<file path="src/rtl/mem_arbiter.sv">
// mem_arbiter: shares one single-port, fixed-latency memory between the
// instruction-fetch (IF) and data (MEM) stages of the pipeline.
//
// A four-state FSM (IDLE -> ISSUE -> WAIT -> DONE) serialises accesses.
// MEM has priority, but when both stages request and the previous grant
// went to MEM, IF wins, so neither side can starve the other.
//
// Ports:
//   clk, rst_n         clock (rising edge), async active-low reset
//   hlt                CPU halted; new IF requests are ignored
//   if_req/if_addr     fetch request and address, held until if_done
//   if_rdata/if_done   fetched word (registered) and completion pulse
//   stall_if           if_req & ~if_done (combinational)
//   mem_req/mem_we/mem_addr/mem_wdata
//                      data request, held until mem_done
//   mem_rdata/mem_done load data (registered) and completion pulse
//   stall_mem          mem_req & ~mem_done (combinational)
//   ram_en/ram_we/ram_addr/ram_wdata
//                      registered memory strobe, write enable, address, data
//   ram_rdata          memory read data, valid LATENCY cycles after ram_en
//   conflict_cnt       saturating count of cycles with both sides waiting
module mem_arbiter #(
  parameter int unsigned LATENCY = 2,
  parameter int unsigned AW      = 16,
  parameter int unsigned DW      = 16
) (
  input  logic          clk,
  input  logic          rst_n,
  input  logic          hlt,
  input  logic          if_req,
  input  logic [AW-1:0] if_addr,
  output logic [DW-1:0] if_rdata,
  output logic          if_done,
  output logic          stall_if,
  input  logic          mem_req,
  input  logic          mem_we,
  input  logic [AW-1:0] mem_addr,
  input  logic [DW-1:0] mem_wdata,
  output logic [DW-1:0] mem_rdata,
  output logic          mem_done,
  output logic          stall_mem,
  output logic          ram_en,
  output logic          ram_we,
  output logic [AW-1:0] ram_addr,
  output logic [DW-1:0] ram_wdata,
  input  logic [DW-1:0] ram_rdata,
  output logic [15:0]   conflict_cnt
);

  localparam int unsigned CW = 4;
  localparam logic [15:0] CNT_MAX = 16'hFFFF;

  typedef enum logic [1:0] {
    IDLE  = 2'd0,
    ISSUE = 2'd1,
    WAIT  = 2'd2,
    DONE  = 2'd3
  } state_t;

  state_t        state;
  logic [CW-1:0] wait_cnt;
  logic          last_mem;   // last grant went to MEM
  logic          win_mem;    // current access belongs to MEM

  logic if_elig_c;
  logic mem_elig_c;
  logic pick_mem_c;
  logic conflict_c;

  // Eligibility and arbitration: MEM first, unless MEM had the last grant.
  assign if_elig_c  = if_req & ~hlt;
  assign mem_elig_c = mem_req;
  assign pick_mem_c = mem_elig_c & (~if_elig_c | ~last_mem);

  // Both sides waiting on the memory in this cycle.
  assign conflict_c = (if_elig_c & ~if_done) & (mem_req & ~mem_done);

  assign stall_if  = if_req & ~if_done;
  assign stall_mem = mem_req & ~mem_done;

  // Arbiter FSM with registered memory-side and requester-side outputs.
  always_ff @(posedge clk or negedge rst_n) begin
    if (!rst_n) begin
      state        <= IDLE;
      wait_cnt     <= '0;
      last_mem     <= 1'b0;
      win_mem      <= 1'b0;
      ram_en       <= 1'b0;
      ram_we       <= 1'b0;
      ram_addr     <= '0;
      ram_wdata    <= '0;
      if_rdata     <= '0;
      mem_rdata    <= '0;
      if_done      <= 1'b0;
      mem_done     <= 1'b0;
      conflict_cnt <= '0;
    end else begin
      ram_en   <= 1'b0;
      if_done  <= 1'b0;
      mem_done <= 1'b0;

      if (conflict_c && (conflict_cnt != CNT_MAX)) begin
        conflict_cnt <= conflict_cnt + 16'd1;
      end

      case (state)
        IDLE: begin
          if (if_elig_c || mem_elig_c) begin
            state   <= ISSUE;
            ram_en  <= 1'b1;
            win_mem <= pick_mem_c;
            if (pick_mem_c) begin
              ram_addr  <= mem_addr;
              ram_we    <= mem_we;
              ram_wdata <= mem_wdata;
            end else begin
              // Fetches never write; ram_wdata keeps its old value.
              ram_addr <= if_addr;
              ram_we   <= 1'b0;
            end
          end
        end

        ISSUE: begin
          state    <= WAIT;
          wait_cnt <= CW'(LATENCY);
          last_mem <= win_mem;
        end

        WAIT: begin
          if (wait_cnt == CW'(1)) begin
            // ram_rdata is valid in this last WAIT cycle.
            state    <= DONE;
            wait_cnt <= '0;
            if (win_mem) begin
              mem_done <= 1'b1;
              if (!ram_we) begin
                mem_rdata <= ram_rdata;
              end
            end else begin
              if_done  <= 1'b1;
              if_rdata <= ram_rdata;
            end
          end else begin
            wait_cnt <= wait_cnt - CW'(1);
          end
        end

        DONE: begin
          state <= IDLE;
        end

        default: begin
          state <= IDLE;
        end
      endcase
    end
  end

endmodule

</file>
<file path="config.mk">
export PLATFORM = sky130hd
export DESIGN_NAME = mem_arbiter
export DESIGN_NICKNAME = d
export VERILOG_FILES = /design/src/rtl/mem_arbiter.sv
export SDC_FILE = /design/constraint.sdc
export NUM_CORES = 1
export LEC_CHECK = 0
export ABC_CLOCK_PERIOD_IN_PS = 2600
export BUFFER_PORTS_ARGS = -buffer_cell sky130_fd_sc_hd__buf_2
export CORE_MARGIN = 3
export CORE_UTILIZATION = 49
export CTS_CLUSTER_DIAMETER = 30
export DETAILED_ROUTE_END_ITERATION = 16
export PLACE_DENSITY = 0.8
export SYNTH_ARGS = -nofsm -noshare
export SYNTH_HDL_FRONTEND = slang
export SYNTH_SLANG_ARGS = --single-unit
</file>
<file path="constraint.sdc">
create_clock -name clk -period 2.6 [get_ports clk]
set_clock_uncertainty 0.1 [all_clocks]
set_input_delay 0.39 -clock clk [delete_from_list [all_inputs] [get_ports clk]]
set_output_delay 0.39 -clock clk [all_outputs]
set_load 0.01 [all_outputs]
</file>
Word level (Yosys, flattened, before mapping)
Index checks and enable logic that the tools add are counted.
{"block": "op_classes", "shift": 0, "div": 0, "add_sub_neg": 2, "n_mux": 15, "eq_ne": 7, "mul": 0, "bitwise_logic": 14, "reduce_logical": 9, "order_cmp": 0}
{"cell": "adder 16 x 1 -> 16 bit (second input constant)", "count": 1}
{"cell": "2-to-1 mux 16 bit", "count": 1}
{"cell": "!= test 16 bit (second input constant)", "count": 1}
{"cell": "2-to-1 mux 1 bit", "count": 9}
{"cell": "case mux 2 bit (4 select lines)", "count": 1}
{"cell": "case mux 4 bit (2 select lines)", "count": 1}
{"cell": "NOT 1 bit", "count": 7}
{"cell": "AND 1 bit", "count": 6}
{"cell": "AND reduction 3 bit", "count": 2}
{"cell": "equality test 2 bit (second input constant)", "count": 2}
{"cell": "equality test 4 x 1 -> 1 bit (second input constant)", "count": 1}
{"cell": "2-to-1 mux 2 bit", "count": 2}
{"cell": "2-to-1 mux 4 bit", "count": 1}
{"cell": "!= test 2 bit (second input constant)", "count": 2}
{"cell": "AND reduction 2 bit", "count": 2}
{"cell": "AND reduction 4 bit", "count": 1}
{"cell": "subtractor 4 x 1 -> 4 bit (second input constant)", "count": 1}
{"cell": "equality test 2 x 1 -> 1 bit (second input constant)", "count": 1}
{"cell": "zero test 2 bit", "count": 1}
{"cell": "nonzero test 2 bit", "count": 1}
{"cell": "logical AND 1 bit", "count": 1}
{"cell": "logical OR 1 bit", "count": 1}
{"cell": "bitwise OR 1 bit", "count": 1}
{"block": "totals", "latchBits": 0, "wordCells": 60, "ram_bits": 0, "in_bits": 70, "regBits": 92, "out_inout_bits": 86, "rom_bits": 0, "n_memories": 0}

Logic depth before layout (Yosys ltp)
Gate-level depths: netlist of run 1.
{"block": "logic_depth", "ltp_word": 6, "mapped_depth": 8}

Least setup slack after synthesis of run 1
Ideal clock, no wire load.
{"block": "synth_path", "kind": "register to register", "from": "register wait_cnt[1]", "to": "register if_rdata[0]", "setup_slack_ps": 694, "path_buffers": 1, "arrival_time_ps": 1681, "stages_incl_launch_ff": 8, "period_less_slack_ps": 1906, "setup_ps": 125, "cell_sequence": "dfrtp_1 > inv_1 > ha_1 > nor3b_2 > nand2_1 > nor2_2 > buf_6 > mux2_2"}
{"block": "synth_via", "elab_chain_len": 2}
{"item": "from (decl)", "line": "61", "text": "logic [CW-1:0] wait_cnt;"}
{"item": "from (signal assigned)", "line": "126", "text": "wait_cnt <= CW'(LATENCY);"}
{"item": "from (signal assigned)", "line": "145", "text": "wait_cnt <= wait_cnt - CW'(1);"}
{"item": "equality test 4 x 1 -> 1 bit", "line": "131", "text": "if (wait_cnt == CW'(1)) begin"}
{"item": "AND reduction 3 bit (no line)"}
{"item": "to (signal assigned)", "line": "142", "text": "if_rdata <= ram_rdata;"}
{"item": "to (decl)", "line": "32", "text": "output logic [DW-1:0] if_rdata,"}
Every way passes these cells.
A chain may end at the register's enable or synchronous reset.

Worst setup path after layout of run 1
{"block": "layout_path", "from": "register wait_cnt[1]", "to": "register mem_rdata[5]"}
{"block": "layout_via", "elab_chain_len": 2}
{"item": "equality test 4 x 1 -> 1 bit", "line": "131"}
{"item": "AND reduction 4 bit (no line)"}
{"item": "to (signal assigned)", "line": "138", "text": "mem_rdata <= ram_rdata;"}
{"item": "to (decl)", "line": "39", "text": "output logic [DW-1:0] mem_rdata,"}
Every way passes these cells.

==> results of run 1 <==
worst register-to-register path: stages, from the launching register on:
cell and delay (ns):
dfrtp_1 0.40, inv_1 0.09, ha_1 0.14, nor3b_2 0.30
and3_4 0.24, nand2b_2 0.29, mux2_4 0.40
power by group through the flow:
| stage | clock [uW] | sequential [uW] | combinational, uW |
|---|---|---|---|
| 6_report | 1040 | 2380 | 1980 |
| 5_1_grt | 1130 | 2470 | 2220 |
| 4_1_cts | 1080 | 2390 | 2030 |
| 3_5_place_dp | 0 | 2400 | 2030 |
| 3_3_place_gp | 0 | 2360 | 1950 |
| 2_1_floorplan | 0 | 2610 | 921 |
worst paths after layout:
check	from	depth (start not counted)	to	slack (ns)
max in group asynchronous	rst_n	2	ram_en	1.76
worst min register to register	ram_addr[13]	2	ram_addr[13]	0.38
min in group clk	mem_wdata[8]	2	ram_wdata[8]	0.18
worst max-delay path	wait_cnt[1]	6	mem_rdata[5]	0.53
worst min-delay path	rst_n	1	ram_wdata[1]	0.006
worst max register to register	wait_cnt[1]	6	mem_rdata[5]	0.53
final cells by class:
cell class	count	area share, %
Sequential cell	92	44.7
Multi-Input combinational cell	201	31.6
Timing Repair Buffer	160	16.1
Clock buffer	10	2.67
Tap cell	102	2.48
Clock inverter	6	1.70
Inverter	10	0.729
through the flow:
stage / setup slack (ns) / std cells / cell area (um2) / hold WS [ns]
floorplan: 0.694 / 311 / 4030 / -0.00559
global placement: 0.633 / 565 / 4920 / 0.360
CTS: 0.505 / 581 / 5150 / 0.0204
global route: 0.417 / 581 / 5150 / 0.0276
detailed placement: 0.524 / 565 / 4920 / 0.365
finish: 0.530 / 581 / 5150 / 0.00643
state kept, by name, summed over array words and instances, names as in the netlist:
signal,cells
state,2
last_mem,1
ram_en,1
conflict_cnt,16
win_mem,1
ram_addr,16
if_done,1
ram_wdata,16
ram_we,1
mem_rdata,16
mem_done,1
wait_cnt,4
if_rdata,16
cell families (layout without fill, tap and decap cells):
logic type                 count (synthesis)  in the layout  share of synthesized area (%)
adders and majority gates                  7              7                           2.17
AOI/OAI and AO/OA                         30             30                           4.07
muxes                                     73             73                           20.9
and+or+nand+nor                           82             82                           11.2
xor gates and xnor gates                   9              9                           1.96
buffers and inverters                     18            186                           2.58
DFF                                       92             92                           57.1
layout by cell type, fill, tap and decap left out, drive strengths merged, types with 2 or more instances in the layout:
cell type	instances
nor2	9
a21oi	2
nand3	7
clkinv	4
and4	4
dfrtp	92
nand4	6
buf	160
mux2	56
nand2b	4
clkbuf	10
mux2i	17
nor3	4
nor2b	2
o31ai	2
xnor2	2
inv	10
bufinv	2
and3	2
o21ai	22
ha	7
nor4	5
xor2	7
nor3b	3
nand2	31
metal layers:
layer	track usage, %	up-vias	part of all wire, %	routed length (um)
met3	5.62	14	8.6	740
met1	23.9	1406	42	3640
met5	0	-	0	0
met2	31.6	124	48	4120
li1	-	1424	-	-
met4	6.16	0	1.4	123
==> results_dict.tcl, run 1 <==
set metrics [dict create \
    core_area_um2 7850 \
    status "complete, no violations" \
    grt_max_degree 60 \
    hp-class "in -> async" \
    avgSynthCellArea_um2 13.0 \
    ys_seq_area_share_pct 57.1 \
    pwr-share-seq_pct 44.0 \
    clk_latency_ns 0.34 \
    synthArstFlopShare_pct 100 \
    yosys.cell_types.count 42 \
    cts_tree "yes" \
    cp-start-kind "flop" \
    netlist_area_um2 4030 \
    viasPerCell 5.11 \
    cts_sinks 92 \
    min_period_ns 2.07 \
    clock-root-buffer "clkbuf_8" \
    routed_wl_um 8620 \
    synth_nets 388 \
    synth_cells 311 \
    synth.area.top_cells "dfrtp_1 57%, mux2_2 13%, mux2i_1 4.2%" \
    crit_slowest_cell "dfrtp_1" \
    critical_path.top_delay_family "simple AND/OR/NAND/NOR gates" \
    path_buf_inv 1 \
    cp_data_arrival_time_ns 2.20 \
    drt-wirelength-per-cell_um 14.8 \
    maxCapViolCount 0 \
    yosys.cell_count.top_type "dfrtp_1" \
    comb_power_share_pct 36.7 \
    ys_ff_latch 92 \
    initial_core_util_pct 51.4 \
    switchingPower_uw 1830 \
    internal_power_uw 3580 \
    drt_iter0_drc 91 \
    dieArea_um2 9350 \
    clockBufferDepth 2 \
    antenna_cells 0 \
    clk_pin_slew_ns 0.09 \
    netlist_top_cells_count "92 x dfrtp_1, 45 x mux2_2, 31 x nand2_1" \
    postCtsSetupBuffers 0 \
    max_slew_margin_pct 51.8 \
    fp.dieW_um 96.7 \
    worst_pin_slew_ns 0.723 \
    yosysTopAreaCell "dfrtp_1" \
    remaining_drc_errors 0 \
    seqCellArea_um2 2300 \
    grt_pass1_vias 3173 \
    grt-ovfl-total 0 \
    clock_power_share_pct 19.3 \
    drt.antenna.violating_nets 0 \
    utilization_pct 65.6 \
    grt_pass1_wl_um 14800 \
    synth_top_area_share_pct 57.1 \
    gp_congestion 0.908 \
    fillCellCount 641 \
    ctsHoldBuffers 0 \
    layout-drive-gt1-share_pct 50.1 \
    worstPathCellList "inv_1 > ha_1 > nor3b_2 > and3_4 > nand2b_2 > mux2_4" \
    hold_viol 0 \
    swShare_pct 33.8 \
    path_class "reg -> reg" \
    num-nets-final 551 \
    synth-main-ff-cell "dfrtp_1" \
    ir_drop_mv 0.526 \
    p_leak_uw 0.00274 \
    total_power_uw 5410 \
    synth_warnings 0 \
    boundaryPins 156 \
    port_buffers 155 \
    max_freq_mhz 483 \
    power_density_nw_per_um2 1050 \
    period_share_pct 79.6 \
    cts_resized 0 \
    core.rowCount 32 \
    fin_tns_setup_ns 0 \
    worstPathMaxFanout 16 \
    track_usage_pct 19.0 \
    first_pass_iters 4 \
    antenna_found_initial 0 \
    slew_viol_final 0 \
    hpwl_um 6670 \
    finalSetupViolations 0 \
    crit_path_max_incr_delay_ns 0.40 \
    die_h_um 96.7 \
    rsz0062_at_grt "false" \
    cts_buffers 9 \
    synthToLayoutAreaGrowth_pct 27.8 \
    multi_input_area_um2 1630 \
    synth_edf_count 0 \
    htreeDepth 3 \
    vias 2968 \
    end_kind "flop" \
    critical_path_required_ns 2.73 \
]
No activity file was read; power rests on OpenSTA's default activity.
==> inputs of run 2 (changes only) <==
ABC_AREA = 1   (was default)
ABC_CLOCK_PERIOD_IN_PS = 1740   (was 2600)
CORE_UTILIZATION = 44   (was 49)
PLACE_DENSITY = 0.75   (was 0.8)
clock period = 1.74 ns   (was 2.6 ns; I/O delays follow)
==> run 2 against run 1 <==
First-iteration DRC count grew 23%. Register-to-register slack lost 0.42 ns. Count of clock-buffer cells in the layout grew 1. Largest power group unchanged. Wire length grew 20%. Power grew 33%. Global-route usage shrank 0.24 points. Design area grew 5.2%. Combinational power grew 34%. Highest routed layer unchanged. Critical path depth grew 1. Area after synthesis grew 3.7%.
==> results_dict.tcl, run 2 <==
set metrics [dict create \
    clock-root-buffer "clkbuf_8" \
    ir_drop_mv 0.622 \
    rsz0062_at_grt "false" \
    rr_endpoint "mem_rdata[9]" \
    max_slew_margin_pct 71.8 \
    cts_tree "yes" \
    r2r_start "wait_cnt[1]" \
    cp_data_arrival_time_ns 1.75 \
    remaining_drc_errors 0 \
    synth-main-ff-cell "dfrtp_1" \
    yosysTopAreaCell "dfrtp_1" \
    track_usage_pct 18.8 \
    port_buffers 155 \
    worstPathMaxFanout 16 \
    hp-start "ram_rdata[8]" \
    cp-start-kind "flop" \
    grt_max_degree 36 \
    maxCapViolCount 0 \
    num-nets-final 741 \
    finalSetupViolations 0 \
    final_cell_mix "198 x nand2_1, 154 x buf_2, 92 x dfrtp_1" \
    first_pass_iters 4 \
    multi_input_area_um2 1640 \
    drt_iter0_drc 112 \
    hpwl_um 7620 \
    synth.area.top_cells "dfrtp_1 55%, nand2_1 18%, inv_1 3.4%" \
    final_cells 795 \
    slew_viol_final 0 \
    avgSynthCellArea_um2 8.39 \
    min_period_ns 1.62 \
    grt_pass1_wl_um 16000 \
    fp.dieW_um 103 \
    synth_top_area_share_pct 55.1 \
    p_leak_uw 0.00281 \
    initial_core_util_pct 46.6 \
    power_density_nw_per_um2 1330 \
    hold_depth 3 \
    core.rowCount 34 \
    synth_cells 498 \
    crit_slowest_cell "dfrtp_1" \
    path_buf_inv 3 \
    yosys.cell_types.count 32 \
    layout-drive-gt1-share_pct 31.1 \
    max_freq_mhz 615 \
    path_class "reg -> reg" \
    clk_pin_slew_ns 0.09 \
    drt-wirelength-per-cell_um 13.0 \
    end_kind "flop" \
    netlist_area_um2 4180 \
    vias 3828 \
    clk_latency_ns 0.35 \
    status "complete, no violations" \
    antenna_cells 0 \
    synthToLayoutAreaGrowth_pct 29.6 \
    fillCellCount 787 \
    hp-class "in -> reg" \
    core_area_um2 8980 \
    hold_end "if_rdata[8]" \
    synth_nets 575 \
    cts_sinks 92 \
    clockBufferDepth 2 \
    netlist_top_cells_count "199 x nand2_1, 92 x dfrtp_1, 38 x inv_1" \
    dp_cells 774 \
    yosys.cell_count.top_type "nand2_1" \
    use_met1_pct 24.9 \
    ys_seq_area_share_pct 55.1 \
    dieArea_um2 10700 \
    synth_edf_count 0 \
    drt.antenna.violating_nets 0 \
    seqCellArea_um2 2300 \
    grt_pass1_vias 3528 \
    r2r_cells 7 \
    worstPathCellList "inv_2 > ha_4 > nand2_2 > nor4_4 > buf_4 > clkbuf_16 > o21ai_0" \
    period_share_pct 93.4 \
    synthArstFlopShare_pct 100 \
    layout_commonest_cell "nand2_1" \
    boundaryPins 156 \
    antenna_found_initial 0 \
    met2_usage_pct 30.8 \
    rrSetupSlack_ns 0.12 \
    die_h_um 103 \
    crit_path_max_incr_delay_ns 0.40 \
    routed_wl_um 10400 \
    gp_congestion 0.833 \
    hold_viol 0 \
    holdWs_ns 0.0247 \
    synth_warnings 0 \
    htreeDepth 3 \
    viasPerCell 4.82 \
    globalRouteMet3Util_pct 3.35 \
    grt-ovfl-total 0 \
    cts_buffers 9 \
    worst_pin_slew_ns 0.423 \
    ys_ff_latch 92 \
    busiest_layer "met2" \
    critical_path.top_delay_family "buffers and inverters" \
    critical_path_required_ns 1.87 \
    utilization_pct 60.3 \
]
==> run 2: changes by cell type in the layout (fill, tap and decap cells not counted), sizes merged, moves of 17 or more <==
cell   previous run  this run
nand3             7        28
mux2i            17         0
inv              10        40
nor2              9        39
mux2             56         0
nand2            31       205
==> run 2: logic make-up after synthesis <==
group,count (synthesis),synth area share [%]
simple gates,280,27.8
xor+xnor,9,1.89
fa+ha+maj,7,2.10
compound gates,50,6.98
buf+inv,60,6.20
flops,92,55.1
==> run 2: what timing repair did <==
item / CTS / global route
buffers inserted: 0 / 3
endpoints found under the hold margin: 28 / 0
cloned: 0 / 1
pin swaps: 0 / 1
resized for setup: 2 / 5
hold buffers: 1 / 0
endpoints found under the setup margin: 33 / 16
==> run 2: worst max path at each step <==
stage / to / slack [ns] / startpoint / cells past startpoint
2_1_floorplan: mem_rdata[10] / 0.1 / state[0] / 6
5_1_grt: mem_rdata[15] / 0.0002 / wait_cnt[1] / 8
3_3_place_gp: if_rdata[2] / 0.04 / state[0] / 6
6_report: mem_rdata[9] / 0.12 / wait_cnt[1] / 7
4_1_cts: mem_rdata[8] / 0.02 / state[0] / 7
3_5_place_dp: if_rdata[12] / -0.09 / state[0] / 6
==> run 2: routing by layer <==
layer	wire (um)	vias to the layer above
met4	221	0
li1	-	1895
met1	4530	1778
met2	4970	139
met3	648	16
met5	0	-
==> run 2: area by class of cell <==
cell class	count	share of cell area, %
clock inverter	5	0.693
tap	126	2.91
multi-input combinational	346	30.2
timing repair buffer	172	18.0
sequential	92	42.5
clock buffer	11	2.61
inverter	43	3.00
==> run 2: stage by stage <==
stage / setup WS (ns) / cell area (um2) / total power, uW / TNS, ns
after global placement: 0.0425 / 5160 / 5780 / 0
after global routing: 0.000153 / 5420 / 7730 / 0
final: 0.115 / 5420 / 7180 / 0
after CTS: 0.0168 / 5350 / 7220 / 0
after detailed placement: -0.0917 / 5160 / 5910 / -1.61
after floorplan: 0.0972 / 4180 / 4740 / 0
==> run 2: power by group <==
part | total [uW] | internal (uW) | switching [uW]
Clock | 1310 | 562 | 743
Combinational | 2650 | 1100 | 1550
Sequential | 3220 | 2810 | 410
Total | 7180 | 4480 | 2700
==> run 2: tightest hold or removal path, cell delays in order <==
cell     delay (ns)
buf_2          0.09
nand2_1        0.05
nand2_1        0.04
==> inputs of run 3 (changes only) <==
CORE_MARGIN = 5   (was 3)
==> run 3 against run 2 <==
Clock power up 23%. Core utilization is 0.78 points lower. Design area grew 1.6%. Non-clock buffer count rose by 4. Final cell count increased by 0.88%. Global-route usage down 0.43 points. Critical path depth is 1 higher. Sequential share of layout area decreased by 0.68 points. Worst hold slack got worse by 0.0037 ns. Power rose by 4.5%. Count of clock-buffer cells in the layout is 1 lower.
==> results_dict.tcl, run 3 (synthesized netlist as in run 2, its figures left out) <==
set metrics [dict create \
    status "complete, no violations" \
    slew_viol_final 0 \
    critical_path_required_ns 1.91 \
    viasPerCell 4.74 \
    final_cell_mix "198 x nand2_1, 154 x buf_2, 92 x dfrtp_1" \
    final_area_um2 5500 \
    layout-drive-gt1-share_pct 30.6 \
    initial_core_util_pct 45.2 \
    seqCellArea_um2 2300 \
    cts_buffers 9 \
    hp-class "in -> reg" \
    cp-start-kind "flop" \
    antenna_cells 0 \
    fillCellCount 841 \
    remaining_drc_errors 0 \
    port_buffers 155 \
    utilization_pct 59.6 \
    gp_congestion 0.868 \
    track_usage_pct 18.3 \
    power_density_nw_per_um2 1360 \
    grt-ovfl-total 0 \
    grt_max_degree 93 \
    holdWs_ns 0.0210 \
    clk_latency_ns 0.35 \
    min_period_ns 1.64 \
    antenna_found_initial 0 \
    drt_iter0_drc 140 \
    worstPathMaxFanout 16 \
    drt.antenna.violating_nets 0 \
    layout_commonest_cell "nand2_1" \
    max_freq_mhz 609 \
    first_pass_iters 4 \
    multi_input_area_um2 1640 \
    finalSetupViolations 0 \
    worst_pin_slew_ns 0.484 \
    core_area_um2 9240 \
    path_class "reg -> reg" \
    max_slew_margin_pct 67.8 \
    cp_data_arrival_time_ns 1.81 \
    hold_viol 0 \
    synthToLayoutAreaGrowth_pct 31.7 \
    fp.dieW_um 107 \
    end_kind "flop" \
    htreeDepth 3 \
    p_leak_uw 0.00283 \
    grt_pass1_vias 3637 \
    clockBufferDepth 2 \
    clk_pin_slew_ns 0.09 \
    num-nets-final 745 \
    routed_wl_um 10600 \
    die_h_um 107 \
    ir_drop_mv 0.705 \
    maxCapViolCount 0 \
    cts_tree "yes" \
    vias 3802 \
    fin_tns_setup_ns 0 \
    drt-wirelength-per-cell_um 13.2 \
    period_share_pct 94.4 \
    cts_sinks 92 \
    boundaryPins 156 \
    dpl-instance-area_um2 5140 \
    core.rowCount 35 \
    hpwl_um 7550 \
    dieArea_um2 11500 \
    grt_pass1_wl_um 17200 \
    clock-root-buffer "clkbuf_8" \
]
[run 3: cell count changes in the layout (fill, tap and decap cells not counted), sizes merged, moves of 2 or more]
cell	previous run	this run
bufinv	0	2
dlygate4sd3	1	7
inv	40	42
buf	170	168
clkinv	6	2
[run 3: worst paths after layout]
path / start / end / slack, ns / cells after the start
min in group asynchronous: rst_n / ram_wdata[12] / 0.37 / 3
max reg2reg: wait_cnt[1] / mem_rdata[14] / 0.1 / 8
max in group asynchronous: rst_n / conflict_cnt[10] / 0.80 / 3
min: ram_rdata[12] / if_rdata[12] / 0.02 / 3
min reg2reg: ram_wdata[12] / ram_wdata[12] / 0.38 / 2
max: wait_cnt[1] / mem_rdata[14] / 0.1 / 8
[run 3: layout make-up]
type	instances	area share [%]
Sequential cell	92	41.8
Multi-Input combinational cell	346	29.9
Timing Repair Buffer	176	18.3
Inverter	43	3.00
Tap cell	129	2.93
Clock buffer	10	2.32
Clock inverter	6	1.73
[run 3: where the power goes]
group	switching (uW)	internal (uW)	total, uW
Combinational	1540	1110	2650
Clock	789	826	1610
Sequential	417	2810	3230
Total	2750	4750	7500
[run 3: per-layer routing]
layer | vias up | global-route usage, % | share of wire, %
li1 | 1907 | - | -
met4 | 0 | 5.32 | 0.90
met2 | 106 | 29.4 | 48
met1 | 1780 | 24.5 | 44
met5 | - | 0 | 0
met3 | 9 | 4.92 | 6.4
[run 3: timing repair]
action                                 in CTS  in global routing
pin swaps                                   0                  1
endpoints found under the hold margin      98                  0
cloned                                      0                  1
hold buffers                                7                  0
setup endpoints to repair                  20                 33
buffers inserted                            0                  2
resized for setup                           1                  7
[run 3: metrics by stage]
step / setup WS (ns) / cells / power (uW)
final: 0.0975 / 802 / 7500
after global routing: -0.00444 / 802 / 8080
after CTS: 0.00404 / 799 / 7540
after detailed placement: -0.0199 / 776 / 5890
after global placement: 0.0628 / 776 / 5790
after floorplan: 0.0972 / 498 / 4740
[run 3: critical path, stage by stage, from the launching register on]
cell and delay (ns):
dfrtp_1 0.42, inv_2 0.09, ha_4 0.14, nand2_2 0.09, nor4_4 0.27, buf_4 0.18, buf_12 0.14, nand2_1 0.06
o21ai_0 0.08
